## src/rtl/mem_stage_buf.sv

```systemverilog
// mem_stage_buf -- in-order memory stage between execute and writeback.
//
// Tracks up to DEPTH instructions in a circular buffer so several loads and
// stores can be outstanding on the data port at once. Non-memory ops and
// faulting memory ops are enqueued already complete. Legal memory ops issue
// a request on acceptance and complete when their in-order response returns.
//
// Ports:
//   clk, rst                 clock; asynchronous active-low reset
//   in_valid/in_ready        execute -> stage handshake
//   in_load/in_store/in_funct3/in_addr/in_wdata   memory op description
//   in_rd_addr/in_rd_data/in_we                   non-memory writeback
//   dmem_req/dmem_ready      request handshake to the data port
//   dmem_addr/rmask/wmask/wdata                   lane-aligned request
//   dmem_resp/dmem_rdata     in-order response, one per accepted request
//   out_valid/out_ready      head entry -> writeback handshake
//   out_rd_addr/out_rd_data/out_we/out_mem_rdata/out_exc  head entry
//   resp_err                 sticky: response arrived with nothing pending
module mem_stage_buf #(
    parameter int XLEN  = 32,
    parameter int DEPTH = 4
) (
    input  logic                clk,
    input  logic                rst,
    input  logic                in_valid,
    output logic                in_ready,
    input  logic                in_load,
    input  logic                in_store,
    input  logic [2:0]          in_funct3,
    input  logic [XLEN-1:0]     in_addr,
    input  logic [XLEN-1:0]     in_wdata,
    input  logic [4:0]          in_rd_addr,
    input  logic [XLEN-1:0]     in_rd_data,
    input  logic                in_we,
    output logic                dmem_req,
    input  logic                dmem_ready,
    output logic [XLEN-1:0]     dmem_addr,
    output logic [XLEN/8-1:0]   dmem_rmask,
    output logic [XLEN/8-1:0]   dmem_wmask,
    output logic [XLEN-1:0]     dmem_wdata,
    input  logic                dmem_resp,
    input  logic [XLEN-1:0]     dmem_rdata,
    output logic                out_valid,
    input  logic                out_ready,
    output logic [4:0]          out_rd_addr,
    output logic [XLEN-1:0]     out_rd_data,
    output logic                out_we,
    output logic [XLEN-1:0]     out_mem_rdata,
    output logic                out_exc,
    output logic                resp_err
);

    localparam int NB   = XLEN / 8;
    localparam int OFFW = $clog2(NB);
    localparam int PTRW = $clog2(DEPTH);

    typedef struct packed {
        logic            done;
        logic            exc;
        logic            we;
        logic            mem;     // issued a request, expects a response
        logic            load;
        logic [4:0]      rd_addr;
        logic [2:0]      funct3;
        logic [OFFW-1:0] offset;
        logic [XLEN-1:0] data;
        logic [XLEN-1:0] raw;
    } entry_t;

    entry_t          ent [DEPTH];
    logic [PTRW-1:0] head, tail, pend;
    logic [PTRW:0]   count;
    logic            pend_vld;

    // ---------------- request decode ----------------
    logic [OFFW-1:0] offset;
    logic            mem_op, legal, aligned, mem_ok, has_room, enq, deq;
    logic [NB-1:0]   lane_base, lane_mask;

    assign offset = in_addr[OFFW-1:0];
    assign mem_op = in_load | in_store;

    always_comb begin
        legal = 1'b0;
        if (in_load) begin
            case (in_funct3)
                3'b000, 3'b001, 3'b010, 3'b100, 3'b101: legal = 1'b1;
                3'b011, 3'b110:                         legal = (XLEN == 64);
                default:                                legal = 1'b0;
            endcase
        end else if (in_store) begin
            case (in_funct3)
                3'b000, 3'b001, 3'b010: legal = 1'b1;
                3'b011:                 legal = (XLEN == 64);
                default:                legal = 1'b0;
            endcase
        end
    end

    always_comb begin
        aligned   = 1'b1;
        lane_base = '0;
        case (in_funct3[1:0])
            2'b00: begin lane_base = NB'(1);  aligned = 1'b1;              end
            2'b01: begin lane_base = NB'(3);  aligned = ~offset[0];        end
            2'b10: begin lane_base = NB'(15); aligned = (offset[1:0] == 2'b00); end
            default: begin lane_base = '1;    aligned = (offset == '0);   end
        endcase
    end

    assign mem_ok    = mem_op & legal & aligned;
    assign lane_mask = lane_base << offset;
    assign has_room  = (count < (PTRW+1)'(DEPTH));

    // rst gates the handshakes so nothing is offered or accepted in reset.
    assign in_ready   = rst & has_room & (~mem_ok | dmem_ready);
    assign dmem_req   = rst & in_valid & mem_ok & has_room;
    assign dmem_addr  = {in_addr[XLEN-1:OFFW], OFFW'(0)};
    assign dmem_rmask = (in_load  & mem_ok) ? lane_mask : '0;
    assign dmem_wmask = (in_store & mem_ok) ? lane_mask : '0;
    assign dmem_wdata = (in_store & mem_ok) ? (in_wdata << {offset, 3'b000}) : '0;

    assign enq = in_valid & in_ready;
    assign deq = out_valid & out_ready;

    entry_t new_ent;
    always_comb begin
        new_ent         = '0;
        new_ent.done    = ~mem_ok;
        new_ent.exc     = mem_op & ~mem_ok;
        new_ent.we      = mem_op ? 1'b0 : in_we;
        new_ent.mem     = mem_ok;
        new_ent.load    = in_load;
        new_ent.rd_addr = in_rd_addr;
        new_ent.funct3  = in_funct3;
        new_ent.offset  = offset;
        new_ent.data    = mem_op ? '0 : in_rd_data;
    end

    // ---------------- response matching ----------------
    // Responses are in order, so the pending entry is always the oldest live
    // entry still waiting on the port; derive it from head instead of
    // maintaining a separate pointer that could drift out of step.
    always_comb begin
        pend     = '0;
        pend_vld = 1'b0;
        for (int i = 0; i < DEPTH; i++) begin
            if (!pend_vld && ((PTRW+1)'(i) < count) &&
                ent[head + PTRW'(i)].mem && !ent[head + PTRW'(i)].done) begin
                pend     = head + PTRW'(i);
                pend_vld = 1'b1;
            end
        end
    end

    logic [XLEN-1:0] sh, ld_val;
    assign sh = dmem_rdata >> {ent[pend].offset, 3'b000};

    always_comb begin
        case (ent[pend].funct3)
            3'b000:  ld_val = XLEN'($signed(sh[7:0]));
            3'b100:  ld_val = XLEN'(sh[7:0]);
            3'b001:  ld_val = XLEN'($signed(sh[15:0]));
            3'b101:  ld_val = XLEN'(sh[15:0]);
            3'b010:  ld_val = XLEN'($signed(sh[31:0]));
            3'b110:  ld_val = XLEN'(sh[31:0]);
            default: ld_val = sh;
        endcase
    end

    // ---------------- state ----------------
    always_ff @(posedge clk or negedge rst) begin
        if (!rst) begin
            for (int i = 0; i < DEPTH; i++) ent[i] <= '0;
            head     <= '0;
            tail     <= '0;
            count    <= '0;
            resp_err <= 1'b0;
        end else begin
            if (enq) begin
                ent[tail] <= new_ent;
                tail      <= tail + 1'b1;
            end
            if (deq) head <= head + 1'b1;

            // pend is never tail while a slot is free, so this cannot
            // collide with the enqueue write above.
            if (dmem_resp) begin
                if (pend_vld) begin
                    ent[pend].done <= 1'b1;
                    if (ent[pend].load) begin
                        ent[pend].data <= ld_val;
                        ent[pend].raw  <= dmem_rdata;
                        ent[pend].we   <= (ent[pend].rd_addr != 5'd0);
                    end else begin
                        ent[pend].we   <= 1'b0;
                    end
                end else begin
                    resp_err <= 1'b1;
                end
            end

            case ({enq, deq})
                2'b10:   count <= count + 1'b1;
                2'b01:   count <= count - 1'b1;
                default: count <= count;
            endcase
        end
    end

    // ---------------- head outputs ----------------
    assign out_valid     = (count != '0) & ent[head].done;
    assign out_we        = out_valid & ent[head].we;
    assign out_exc       = out_valid & ent[head].exc;
    assign out_rd_addr   = ent[head].rd_addr;
    assign out_rd_data   = out_we ? ent[head].data : '0;
    assign out_mem_rdata = ent[head].raw;

endmodule
```

## config.mk

```make
export PLATFORM = sky130hd
export DESIGN_NAME = mem_stage_buf
export DESIGN_NICKNAME = d
export VERILOG_FILES = /design/src/rtl/mem_stage_buf.sv
export SDC_FILE = /design/constraint.sdc
export NUM_CORES = 1
export LEC_CHECK = 0
export ABC_CLOCK_PERIOD_IN_PS = 4700
export BUFFER_PORTS_ARGS = -buffer_cell sky130_fd_sc_hd__buf_2
export CAP_MARGIN = 25
export CORE_UTILIZATION = 47
export CTS_BUF_LIST = sky130_fd_sc_hd__clkbuf_4 sky130_fd_sc_hd__clkbuf_8
export DETAILED_ROUTE_END_ITERATION = 7
export GPL_TIMING_DRIVEN = 0
export PLACE_DENSITY_LB_ADDON = 0.05
export SYNTH_ARGS = -nofsm -noshare
export SYNTH_HDL_FRONTEND = slang
export SYNTH_SLANG_ARGS = --single-unit
```

## constraint.sdc

```tcl
create_clock -name clk -period 4.7 [get_ports clk]
set_clock_uncertainty 0.1 [all_clocks]
set_input_delay 1.41 -clock clk [delete_from_list [all_inputs] [get_ports clk]]
set_output_delay 1.41 -clock clk [all_outputs]
set_load 0.005 [all_outputs]
```

After elaboration in Yosys (flattened, before gate mapping)

Index checks and enable logic that the tools add are counted.

Flip-flop bits (word level): 324
Input port bits: 145
Output and inout bits: 147
Word-level logic and storage cells: 189

Add/subtract/negate cells: 6
Order comparisons: 13
Equality and inequality tests: 10
Shift-type cells: 3
Multiplexer cells: 57
Bitwise operators: 26
Reduce and logical (&&, ||, !) cells: 30

Operators with widths:

| operator                                                        | number |
|---|---|
| 316-bit bitwise mux                                             | 6 |
| 316-bit 2-to-1 mux                                              | 4 |
| 79-bit binary-select mux with 2-bit select                      | 5 |
| 79-bit demux with 2-bit select                                  | 5 |
| 79-bit 2-to-1 mux                                               | 10 |
| 75-bit 2-to-1 mux                                               | 2 |
| 32-bit 2-to-1 mux                                               | 4 |
| 32-bit one-hot mux with 4 select lines                          | 1 |
| 77-bit 2-to-1 mux                                               | 1 |
| 64-bit 2-to-1 mux                                               | 1 |
| 32-bit by 5-bit << shifter with 32-bit output                   | 1 |
| 32-bit by 5-bit >> shifter with 32-bit output                   | 1 |
| 3-bit greater-or-equal comparator, second input constant        | 6 |
| 2-bit inverter with 3-bit output                                | 6 |
| 1-bit bitwise AND                                               | 15 |
| 1-bit logical AND                                               | 13 |
| 3-bit == test, second input constant                            | 4 |
| 1-bit 2-to-1 mux                                                | 9 |
| 2-bit 2-to-1 mux                                                | 4 |
| 4-bit 2-to-1 mux                                                | 2 |
| 4-bit one-hot mux with 2 select lines                           | 1 |
| 1-bit zero test                                                 | 7 |
| 3-bit by 1-bit == test with 1-bit output, second input constant | 2 |
| 3-bit zero test                                                 | 2 |
| other kinds (23)                                                | 33 |

Logic depth before layout (Yosys ltp)

Depth after elaboration: 34
Mapped depth: 17
Gate-level depth less buffers: 13

Worst setup path before layout

OpenSTA, ideal clock, no wires.

Path kind: input to output
Start: input in_funct3[0]
End: output dmem_wdata[0]
Data arrival time: 3.199 ns
Data required time: 3.190 ns
Slack: -0.009 ns
Stages: 9
Path buffers: 3
Path through: clkbuf_1 nor2_1 a22oi_1 nand2b_1 clkbuf_1 or2_2 clkbuf_1 nor2_1 and2_1

Cells in the longest elaborated chain, start to end: 9
Elaborated cells on any way between the ends: 18
Classes of those cells: eq/ne: 5; mux: 6; bitwise: 3; reduce/logical: 4

Ends and longest elaborated chain:

| item                                                                   | RTL line | RTL |
|---|---|---|
| start: declaration                                                     | 29       | `input logic [2:0] in_funct3,` |
| 3-bit by 1-bit == test with 1-bit output, or another cell as far along | 86, 92   |  |
| 3-bit OR reduction                                                     | 92       | `case (in_funct3)` |
| 1-bit 2-to-1 mux                                                       | 92       |  |
| 1-bit 2-to-1 mux                                                       | 91       | `end else if (in_store) begin` |
| 1-bit 2-to-1 mux                                                       | 85       | `if (in_load) begin` |
| 1-bit bitwise AND                                                      | 111      | `assign mem_ok = mem_op & legal & aligned;` |
| 1-bit bitwise AND *                                                    | 111      |  |
| 1-bit bitwise AND *                                                    | 121      | `assign dmem_wdata = (in_store & mem_ok) ? (in_wdata << {offset, 3'b000}) : '0;` |
| 32-bit 2-to-1 mux *                                                    | 121      |  |
| end: declaration                                                       | 40       | `output logic [XLEN-1:0] dmem_wdata,` |

Every way passes the cells marked *; elsewhere a longest branch is shown, timed or not.

Worst setup path after layout

Start: register head[1]
End: output out_rd_data[11]

Cells in the longest elaborated chain, start to end: 7

Ends and longest elaborated chain:

| item                                                     | RTL line      | RTL |
|---|---|---|
| start: declaration                                       | 71            | `logic [PTRW-1:0] head, tail, pend;` |
| start signal: assignment                                 | 184           | `if (deq) head <= head + 1'b1;` |
| 2-bit inverter with 3-bit output (implied by the code) * | 212, 213, 216 |  |
| 79-bit binary-select mux with 2-bit select *             | 212, 213, 216 |  |
| 79-bit 2-to-1 mux (implied by the code) * (2 in a row)   | 212           | `assign out_valid = (count != '0) & ent[head].done;` |
| 1-bit bitwise AND                                        | 212           |  |
| 1-bit bitwise AND                                        | 213           | `assign out_we = out_valid & ent[head].we;` |
| 32-bit 2-to-1 mux *                                      | 216           | `assign out_rd_data = out_we ? ent[head].data : '0;` |
| end: declaration                                         | 46            | `output logic [XLEN-1:0] out_rd_data,` |

Every way passes the cells marked *; elsewhere a longest branch is shown, timed or not. The select of a mux whose other input is x is not followed.

==> reports/results.txt <==
Slew Viols, Final = 0
Worst hold path cell count = 1
Sw Ratio = 0.2439
ANT nets after route = 0
HP Class = flip-flop to flip-flop
P per Cell Area = 287.0 nW/um^2
Max-cap violations = 0
Detailed-router iteration count before antenna repair = 6
Mean Syn Cell Area = 9.175 um^2
RR Startpoint = head[1]
Via density = 6.128
Critical Path Sink Type = primary output
First DRT Iteration DRCs = 1990
Fraction of layout cells with a size suffix above 1 = 0.2499
CTS tree = built
Post-place setup slack = -1.106 ns
Post-CTS setup buffers = 0
Cell Area, Synth = 18090 um^2
Num rows = 71
Leakage = 10.72 nW
Tmin final = 4.599 ns
Critical path class = flip-flop to primary output
Drt total wl = 73670 um
Top-area cell type share of the netlist area = 0.4481
# diodes = 0
Crit-path max FO = 19
YS warnings = 0
Combinational power share = 0.059
Most common cell after layout, fill and taps aside = nand2_1
Initial Utilization = 0.4792
# hold bufs at CTS = 0
Worst Tran Pin Value = 1.076 ns
R2R Setup Slk = 0.14 ns
Layout fillers = 3453
Grt ovf = 0
CORE AREA = 37760 um^2
TNS Setup = 0 ns
Die height = 198.2 um
#FFs+latches synth = 324
Crit path DAT = 3.09 ns
HPWL after DPL = 52820 um
Clock Latency Late Sink = 0.66 ns
Chip width = 198.2 um
Initial antenna violation count = 2
Tot Pwr = 0.006202 W
Root Buffer = clkbuf_8
DR vias = 17.48k
Final worst-path cycle share = 0.9785
H-tree Lvls = 2
PortBufs = 256
CP startpoint kind = flip-flop
Layout area overhead = 19.45%
Placed cell area = 20220 um^2
Run status = completed
CTS max path bufs = 3
Reg-to-Reg End = ent[135]
Sequential power share = 0.450
Setup slack after layout = 0.1009 ns
Largest net degree at the start of global routing = 117
Most frequent cells in the layout = nand2_1, dfrtp_1, buf_2
FF-to-FF path depth = 15
Internal power = 0.004689 W
Final net count = 2447
Yosys top cell by area = dfrtp_1
# clock sinks = 324
Hold Slack = 0.3713 ns
Drt wl/cell = 25.83 um
GR Util All Layers = 0.3806
Worst hold start = resp_err
Ports = 292
DRC errors left = 0
Cells after synthesis = 1972
Highest clock rate = 217.4 MHz
Synth unique cells = 64
Slew margin rel. = 0.2828
Final setup fails = 0
WP data required = 3.19 ns
Post-synth EDFFs = 0
Net Sw Power = 0.001513 W
DIE AREA = 39280 um^2
First-pass GRT wire length = 109200 um
Number of global-route vias before repair = 17.23k
Final Instance Area = 21610 um^2
Hold worst-path end = resp_err
Final count of hold timing violations = 0
IR drop worst, VDD = 0.2005 mV
Clock power frac = 0.491
CTS buffer count = 58
GP Congestion = 0.9547
Sequential area share after synthesis = 0.4481
Top_reg_cell synth = dfrtp_1
Top cells by area, synth = dfrtp_1, mux4_2, nand2_1
Clock transition at path regs = 0.06 ns
Ys async rst share = 1.000
how the worst max path moves through the flow:
| stage | start | to | slack (ns) | cells past startpoint |
|---|---|---|---|---|
| floorplan | in_addr[0] | dmem_wdata[0] | 0.04 | 9 |
| global placement | rst | ent[185] | -5.47 | 11 |
| detailed placement | head[1] | out_mem_rdata[16] | -1.11 | 7 |
| CTS | in_funct3[0] | dmem_wdata[3] | 0.003 | 8 |
| global route | count[1] | ent[117] | -0.01 | 14 |
| finish | head[1] | out_rd_data[11] | 0.10 | 6 |
layer usage:
| layer | up-vias | share of wire | GRT usage |
|---|---|---|---|
| li1 | 7617 | - | - |
| met1 | 8486 | 0.39 | 0.5028 |
| met2 | 1122 | 0.45 | 0.5788 |
| met3 | 250 | 0.10 | 0.08738 |
| met4 | 2 | 0.054 | 0.2099 |
| met5 | - | 0.00018 | 0 |
cell usage after synthesis (7+ instances only):
| cell type | count |
|---|---|
| inv_1 | 23 |
| nor2_1 | 148 |
| buf_1 | 33 |
| buf_4 | 33 |
| a2bb2oi_1 | 17 |
| o32ai_1 | 8 |
| a21o_1 | 11 |
| mux4_2 | 75 |
| mux2_2 | 16 |
| nand2b_1 | 13 |
| xnor2_1 | 8 |
| a31oi_1 | 33 |
| mux2i_1 | 31 |
| and3_1 | 38 |
| buf_2 | 25 |
| a21oi_1 | 87 |
| o21ai_0 | 108 |
| a211oi_1 | 114 |
| o21ai_1 | 11 |
| dfrtp_1 | 324 |
| o221ai_1 | 18 |
| nand3_1 | 140 |
| nor2b_1 | 17 |
| and2_1 | 16 |
| nand2_1 | 428 |
| clkbuf_1 | 111 |
| nor2_2 | 7 |
| ha_1 | 9 |
worst max-delay path: stages, from the launching register on:
cell      delay [ns]
dfrtp_1         0.35
buf_6           0.26
buf_4           0.34
clkbuf_1        0.71
mux4_2          0.42
and3_1          0.21
buf_2           0.13
through the flow:
| step | utilization | std cells |
|---|---|---|
| 2_1_floorplan | - | 1973 |
| 3_3_place_gp | 0.5302 | 2740 |
| 3_5_place_dp | 0.5355 | 2749 |
| 4_1_cts | 0.5718 | 2852 |
| 5_1_grt | 0.5724 | 2852 |
| 6_report | 0.5724 | 2852 |
logic make-up (layout without fill, tap and decap cells):
family	Yosys count	count (layout)	share of synthesized area
other cells	1	2	0.0002073
fa+ha+maj	9	9	0.006224
buf+inv	229	597	0.05775
xor+xnor	8	8	0.003873
simple gates	827	827	0.1971
compound gates	450	450	0.1647
flops	324	324	0.4481
mux	124	124	0.1220
power by group through the flow:
stage | clock network, W | logic, W | registers (W)
2_1_floorplan | 0 | 0.000130 | 0.00284
3_3_place_gp | 0 | 0.000345 | 0.00284
3_5_place_dp | 0 | 0.000357 | 0.00284
4_1_cts | 0.00306 | 0.000359 | 0.00279
5_1_grt | 0.00319 | 0.000394 | 0.00279
6_report | 0.00304 | 0.000364 | 0.00279
what timing repair did:
item                                    CTS  global route
hold endpoints to repair                  0             0
pin swaps                                 0             1
endpoints found under the setup margin  146            91
resized for setup                        36            15
layout make-up:
type / count / area, um^2 / share of cell area
sequential: 324 / 8108 / 0.3752
timing repair buffer: 265 / 1476 / 0.06831
multi-input combinational: 1420 / 8979 / 0.4154
tap: 511 / 639.4 / 0.02958
inverter: 23 / 86.33 / 0.003995
buffer: 201 / 979.7 / 0.04533
clock inverter: 4 / 81.33 / 0.003763
clock buffer: 104 / 1262 / 0.05841
(Power assumes the default switching activity.)
